$ cat config.mk
export PLATFORM = sky130hd
export DESIGN_NAME = bus_arbiter_rr4
export DESIGN_NICKNAME = d
export VERILOG_FILES = /design/src/rtl/bus_arb_pkg.sv /design/src/rtl/mux4to1_nbit_arb.sv /design/src/rtl/bus_arbiter_rr4.sv
export SDC_FILE = /design/constraint.sdc
export NUM_CORES = 1
export LEC_CHECK = 0
export ABC_CLOCK_PERIOD_IN_PS = 3400
export BUFFER_PORTS_ARGS = -buffer_cell sky130_fd_sc_hd__buf_2
export CAP_MARGIN = 20
export CORE_AREA = 2 2 128 130
export DETAILED_ROUTE_END_ITERATION = 10
export DIE_AREA = 0 0 130 132
export PLACE_DENSITY = 0.49
export SLEW_MARGIN = 20
export SYNTH_ARGS = -nofsm -noshare
export SYNTH_HDL_FRONTEND = slang
export SYNTH_SLANG_ARGS = --single-unit
$ cat constraint.sdc
create_clock -name clock -period 3.4 [get_ports clock]
set_input_delay 0.34 -clock clock [delete_from_list [all_inputs] [get_ports clock]]
set_output_delay 0.34 -clock clock [all_outputs]
set_load 0.01 [all_outputs]
$ cat src/rtl/bus_arb_pkg.sv
// Shared types and the round-robin pick function for the 4-way bus arbiter.
// Latency: none (pure types and combinational helper).
// Backpressure: none; requests are level-sensitive and never latched.
package bus_arb_pkg;

    localparam int NUM_REQ = 4;
    localparam int SEL_W   = 2;

    typedef enum logic {
        IDLE = 1'b0,
        OWN  = 1'b1
    } state_e;

    typedef struct packed {
        logic             found;
        logic [SEL_W-1:0] idx;
    } pick_t;

    // Scan last+1, last+2, last+3, last (mod 4); the first asserted line wins.
    // The loop walks from lowest to highest priority so the last hit is the winner.
    function automatic pick_t rr_pick(input logic [NUM_REQ-1:0] req,
                                      input logic [SEL_W-1:0]   last);
        pick_t            p;
        logic [SEL_W-1:0] cand;
        p = '0;
        for (int k = NUM_REQ; k >= 1; k--) begin
            cand = last + SEL_W'(k);
            if (req[cand]) begin
                p.found = 1'b1;
                p.idx   = cand;
            end
        end
        return p;
    endfunction

endpackage

$ cat src/rtl/mux4to1_nbit_arb.sv
// Shared-datapath 4:1 N-bit mux steered by the arbiter's registered select.
// Latency: combinational, input changes appear on f in the same cycle.
// Backpressure: none; consumers qualify f with the arbiter's valid.
module mux4to1_nbit_arb #(
    parameter int N = 64
) (
    input  logic [1:0]   sel_i,
    input  logic [N-1:0] d0_i,
    input  logic [N-1:0] d1_i,
    input  logic [N-1:0] d2_i,
    input  logic [N-1:0] d3_i,
    output logic [N-1:0] f_o
);

    // Select one requester's data word.
    always_comb begin
        f_o = d0_i;
        case (sel_i)
            2'd0:    f_o = d0_i;
            2'd1:    f_o = d1_i;
            2'd2:    f_o = d2_i;
            default: f_o = d3_i;
        endcase
    end

endmodule

$ cat src/rtl/bus_arbiter_rr4.sv
// Round-robin arbiter with per-tenure hold limit sharing one N-bit bus among 4 requesters.
// Latency: 1 cycle from request to registered grant; F follows D[sel] combinationally.
// Backpressure: level-sensitive requests, a dropped request is forgotten; owner rotates after MAX_HOLD cycles.
module bus_arbiter_rr4
    import bus_arb_pkg::*;
#(
    parameter int N        = 64,
    parameter int MAX_HOLD = 8
) (
    input  logic         clock,
    input  logic         reset,
    input  logic [3:0]   req,
    input  logic [N-1:0] D0,
    input  logic [N-1:0] D1,
    input  logic [N-1:0] D2,
    input  logic [N-1:0] D3,
    output logic [3:0]   grant,
    output logic [1:0]   sel,
    output logic         busy,
    output logic [N-1:0] F,
    output logic         valid
);

    // Hold counter compares against MAX_HOLD-1; zero disables forced rotation.
    localparam bit         HOLD_EN   = (MAX_HOLD != 0);
    localparam logic [7:0] HOLD_LAST = (MAX_HOLD == 0) ? 8'd0 : 8'(MAX_HOLD - 1);

    state_e           state_q, state_d;
    logic [3:0]       grant_q, grant_d;
    logic [SEL_W-1:0] sel_q,   sel_d;
    logic [SEL_W-1:0] last_q,  last_d;
    logic [7:0]       hold_q,  hold_d;

    pick_t pick_idle;
    pick_t pick_own;

    // Next-state: new tenure from IDLE, hand-off on release, forced rotation, or hold.
    always_comb begin
        state_d   = state_q;
        grant_d   = grant_q;
        sel_d     = sel_q;
        last_d    = last_q;
        hold_d    = hold_q;
        pick_idle = rr_pick(req, last_q);
        pick_own  = rr_pick(req, sel_q);

        case (state_q)
            IDLE: begin
                if (pick_idle.found) begin
                    state_d = OWN;
                    grant_d = 4'b0001 << pick_idle.idx;
                    sel_d   = pick_idle.idx;
                    last_d  = pick_idle.idx;
                    hold_d  = 8'd0;
                end
            end
            OWN: begin
                if (!req[sel_q]) begin
                    // Owner released: hand straight to the next requester, no idle bubble.
                    hold_d = 8'd0;
                    if (pick_own.found) begin
                        grant_d = 4'b0001 << pick_own.idx;
                        sel_d   = pick_own.idx;
                        last_d  = pick_own.idx;
                    end else begin
                        state_d = IDLE;
                        grant_d = 4'b0000;
                    end
                end else if (HOLD_EN && hold_q == HOLD_LAST) begin
                    // Tenure exhausted; the owner is still requesting so a winner always exists.
                    grant_d = 4'b0001 << pick_own.idx;
                    sel_d   = pick_own.idx;
                    last_d  = pick_own.idx;
                    hold_d  = 8'd0;
                end else if (hold_q != 8'hFF) begin
                    hold_d = hold_q + 8'd1;
                end
            end
            default: begin
                state_d = IDLE;
                grant_d = 4'b0000;
            end
        endcase
    end

    // State registers; reset drops the grant immediately and restarts priority at requester 0.
    always_ff @(posedge clock or posedge reset) begin
        if (reset) begin
            state_q <= IDLE;
            grant_q <= 4'b0000;
            sel_q   <= 2'd0;
            last_q  <= 2'd3;
            hold_q  <= 8'd0;
        end else begin
            state_q <= state_d;
            grant_q <= grant_d;
            sel_q   <= sel_d;
            last_q  <= last_d;
            hold_q  <= hold_d;
        end
    end

    assign grant = grant_q;
    assign sel   = sel_q;
    assign busy  = |grant_q;
    assign valid = |grant_q;

    mux4to1_nbit_arb #(.N(N)) u_mux (
        .sel_i (sel_q),
        .d0_i  (D0),
        .d1_i  (D1),
        .d2_i  (D2),
        .d3_i  (D3),
        .f_o   (F)
    );

endmodule
==> out/metrics.csv <==
stage,metric,value,unit
pwr,P_int,0.001943,W
drt,DRT iter0 DRCs,424,
timing,max-slew violations,0,
placed_design,Detail Placement HPWL,14190,um
timing,clock skew,0.002203,ns
die,# IOs,334,
drt,First-pass DRT Iterations,8,
setup_path,CP max-delay cell,dfrtp_1,
timing,Max Fclk,362.0,MHz
setup_path,Setup crit end kind,output pin,
timing,relative max-transition margin,0.4179,
clocking,Hold Buf Count CTS,0,
die,die area,17160,sq um
setup_path,crit path cell chain,inv_1 -> ha_2 -> buf_12 -> a222oi_1 -> mux2i_1 -> buf_2,
global_route,largest net degree at the start of global routing,35,
synth,synth top area cells,"mux2i_1, a222oi_1, dfrtp_1, inv_1, ha_1",
worst_hold_path,Worst Hold Class,in -> async,
die,Die X,130,um
drt,post-DR wirelength/cell,19.14,um
final_layout,synthesis-to-finish area growth,66.36,%
clocking,"Clk pin slew, worst setup/hold paths",0.05,ns
global_route,All-Layer GR Usage,0.1772,
clocking,CTS tree,done,
clocking,CTS max path bufs,2,
placed_design,# port buffers,333,
synth,"Seq/Total Area, Yosys",0.1427,
pwr,Combinational Power Share,0.850,
die,Core Box Area,15710,sq um
global_route,first-pass GRT wire length,23670,um
final_layout,fillcell total,1747,
global_route,gr busiest metal,met2,
setup_path,worst-path maximum fanout,34,
drt,DRC viols,0,
global_route,gr ovfl total,0,
clocking,postcts setup bufs,0,
timing,Final Cycle Share,0.8126,
pwr,Sw Ratio,0.5118,
global_route,met2 Use GR,0.3182,
die,Site Rows,46,
pwr,switching power total,0.002037,W
global_route,initial antenna violation count,6,
timing,TNS Setup,0,ns
clocking,TritonCTS sink count,17,
global_route,met3 global-route usage,0.03734,
placed_design,Routability Congestion,0.8749,
synth,ys async rst share,1.000,
placed_design,Post-Place Setup Slack,0.7885,ns
drt,via count,4304,
pwr,part of the power in registers,0.092,
drt,DRT Wirelength,17130,um
pwr,clock share of power,0.058,
drt,Final ANT Viol Nets,0,
global_route,vias in the first global route,3996,
clocking,H-tree levels,1,
setup_path,kind of start point of the critical path,register,
clocking,CTS resizes,0,
clocking,CTS root buffer,clkbuf_16,
synth,cell area after synthesis,2998,sq um
setup_path,CP peak stage delay,0.52,ns
pwr,PD cells,798.2,nW/um^2
setup_path,Critical Path AT,2.42,ns
die,Chip Height,132,um
setup_path,crit path buf inv count,3,
die,initial core utilization,0.1908,
timing,Final Hold Fails,0,
run,Max-cap violations,0,
setup_path,crit path kind,reg -> out,
synth,Yosys reg bits,17,
final_layout,nets,943,
pwr,LEAKAGE,2.673,nW
synth,Ys Warns,0,
setup_path,required time of the critical path,3.06,ns
synth,Synth top area share,0.2270,
final_layout,layout cells sized above 1,0.5452,
synth,Post-Synthesis Net Count,632,
timing,RSZ-0062 raised after global routing,false,
timing,setup violators final,0,
synth,Netlist cell types,51,
clocking,Worst-Skew Late Latency,0.25,ns
timing,worst slew pin tran,0.8651,ns
synth,number of synthesized flops with an enable pin,0,
clocking,Num CTS Buffers,3,
timing,fin worst setup slack,0.6373,ns
global_route,met1 usage,0.2226,
setup_path,CP top delay family,buffers and inverters,
synth,synthesized instance count,365,
run_status,status,"finished, final reports clean",
drt,routed vias/inst,4.809,
synth,ys flop type,dfrtp_1,
pwr,worst-case vdd ir drop,0.3478,mV
synth,Mean Syn Cell Area,8.213,sq um
timing,post-layout minimum cycle time,2.763,ns
synth,Synth area leader,mux2i_1,
layout make-up:
cell class,instances,area (sq um),area share
Clock inverter,1,5.005,0.001004
Multi-Input combinational cell,240,2166,0.4343
Antenna cell,4,10.01,0.002007
Timing Repair Buffer,343,1767,0.3542
Inverter,71,266.5,0.05344
Clock buffer,3,75.07,0.01505
Sequential cell,17,427.9,0.08580
Tap cell,216,270.3,0.05419
worst reg2reg max path, delay by kind of cell, from the launching register on:
kind,cells,cell delay (ns)
multiplexers,3,1.19
flip-flops,1,0.52
adder cells (fa/ha/maj),1,0.38
buffers and inverters,1,0.14
AND/OR/NAND/NOR,1,0.13
AO/OA/AOI/OAI,1,0.13
path summary, 6_finish.rpt:
| kind | slack, ns | depth (start not counted) | startpoint | to |
|---|---|---|---|---|
| max | 0.64 | 6 | sel[1] | F[32] |
| min | 0.19 | 2 | reset | grant[1] |
| max reg2reg | 0.79 | 7 | sel[1] | grant[2] |
| min reg2reg | 0.53 | 1 | grant[1] | grant[1] |
| max in group asynchronous | 2.78 | 2 | reset | state_q |
| min in group clock | 0.53 | 1 | grant[1] | grant[1] |
stage by stage:
step / util / std cells / instance area [sq um] / hold slack, ns / power, W
6_report: 0.3174 / 895 / 4987 / 0.1873 / 0.003981
2_1_floorplan: - / 365 / 2998 / 0.2646 / 0.002445
5_1_grt: 0.3172 / 894 / 4985 / 0.2618 / 0.004245
3_3_place_gp: 0.3117 / 887 / 4897 / 0.4826 / 0.003782
4_1_cts: 0.3168 / 891 / 4977 / 0.2161 / 0.004008
3_5_place_dp: 0.3117 / 887 / 4897 / 0.4730 / 0.003759
placed cells by master (no fill, tap or decap), types with 3 or more instances in the layout:
cell         n
mux2_2       3
clkbuf_16    3
nor2_1      11
mux2i_1     68
a222oi_1    64
mux2_1       4
inv_1       71
nand2_1      7
o21ai_0     10
nor2b_1      3
nand3_1      5
a21oi_1     11
buf_4        8
or4_1        5
ha_2         3
o211ai_1     6
nand2b_1     4
dfrtp_1     15
buf_2      333
diode_2      4
routing by layer:
layer  part of all wire  routed length [um]  up-vias
li1                   -                   -     2067
met1               0.41                6984     2051
met2               0.51                8661      170
met3              0.078                1343       12
met4             0.0064                 109        4
met5             0.0016                  27        -
cell usage after synthesis (all sizes together), types with 2 or more instances:
| library cell | number |
|---|---|
| mux4 | 2 |
| buf | 24 |
| ha | 5 |
| o21ai | 10 |
| or4 | 6 |
| nand3 | 5 |
| dfrtp | 15 |
| clkbuf | 13 |
| nor2 | 11 |
| nand2 | 7 |
| mux2 | 8 |
| a222oi | 64 |
| and3 | 2 |
| a21oi | 11 |
| mux2i | 68 |
| o211ai | 6 |
| inv | 71 |
| a31oi | 2 |
| nand2b | 4 |
| nor2b | 4 |
| dfstp | 2 |
| a211oi | 3 |
| o31ai | 3 |
kinds of logic (layout without fill, tap and decap cells):
| group | after synthesis | count (layout) | share of synthesized area |
|---|---|---|---|
| flip-flops | 17 | 17 | 0.1427 |
| AND/OR/NAND/NOR | 44 | 44 | 0.08014 |
| adder cells (fa/ha/maj) | 5 | 5 | 0.02087 |
| AO/OA/AOI/OAI | 113 | 113 | 0.3414 |
| buffers and inverters | 108 | 418 | 0.1415 |
| other | 0 | 4 | 0 |
| multiplexers | 78 | 78 | 0.2734 |
power groups by stage:
stage | clock network [W] | logic (W) | registers [W]
CTS | 0.000237 | 0.00341 | 0.000364
global placement | 0 | 0.00341 | 0.000368
finish | 0.000231 | 0.00338 | 0.000364
global route | 0.000248 | 0.00362 | 0.000377
detailed placement | 0 | 0.00339 | 0.000366
floorplan | 0 | 0.00210 | 0.000341
sequential cells by signal, summed over array words and instances, names as in the netlist:
name     cells
sel          2
grant        4
last_q       2
hold_q       8
state_q      1
Note: power is estimated with default switching activity, not from simulation.
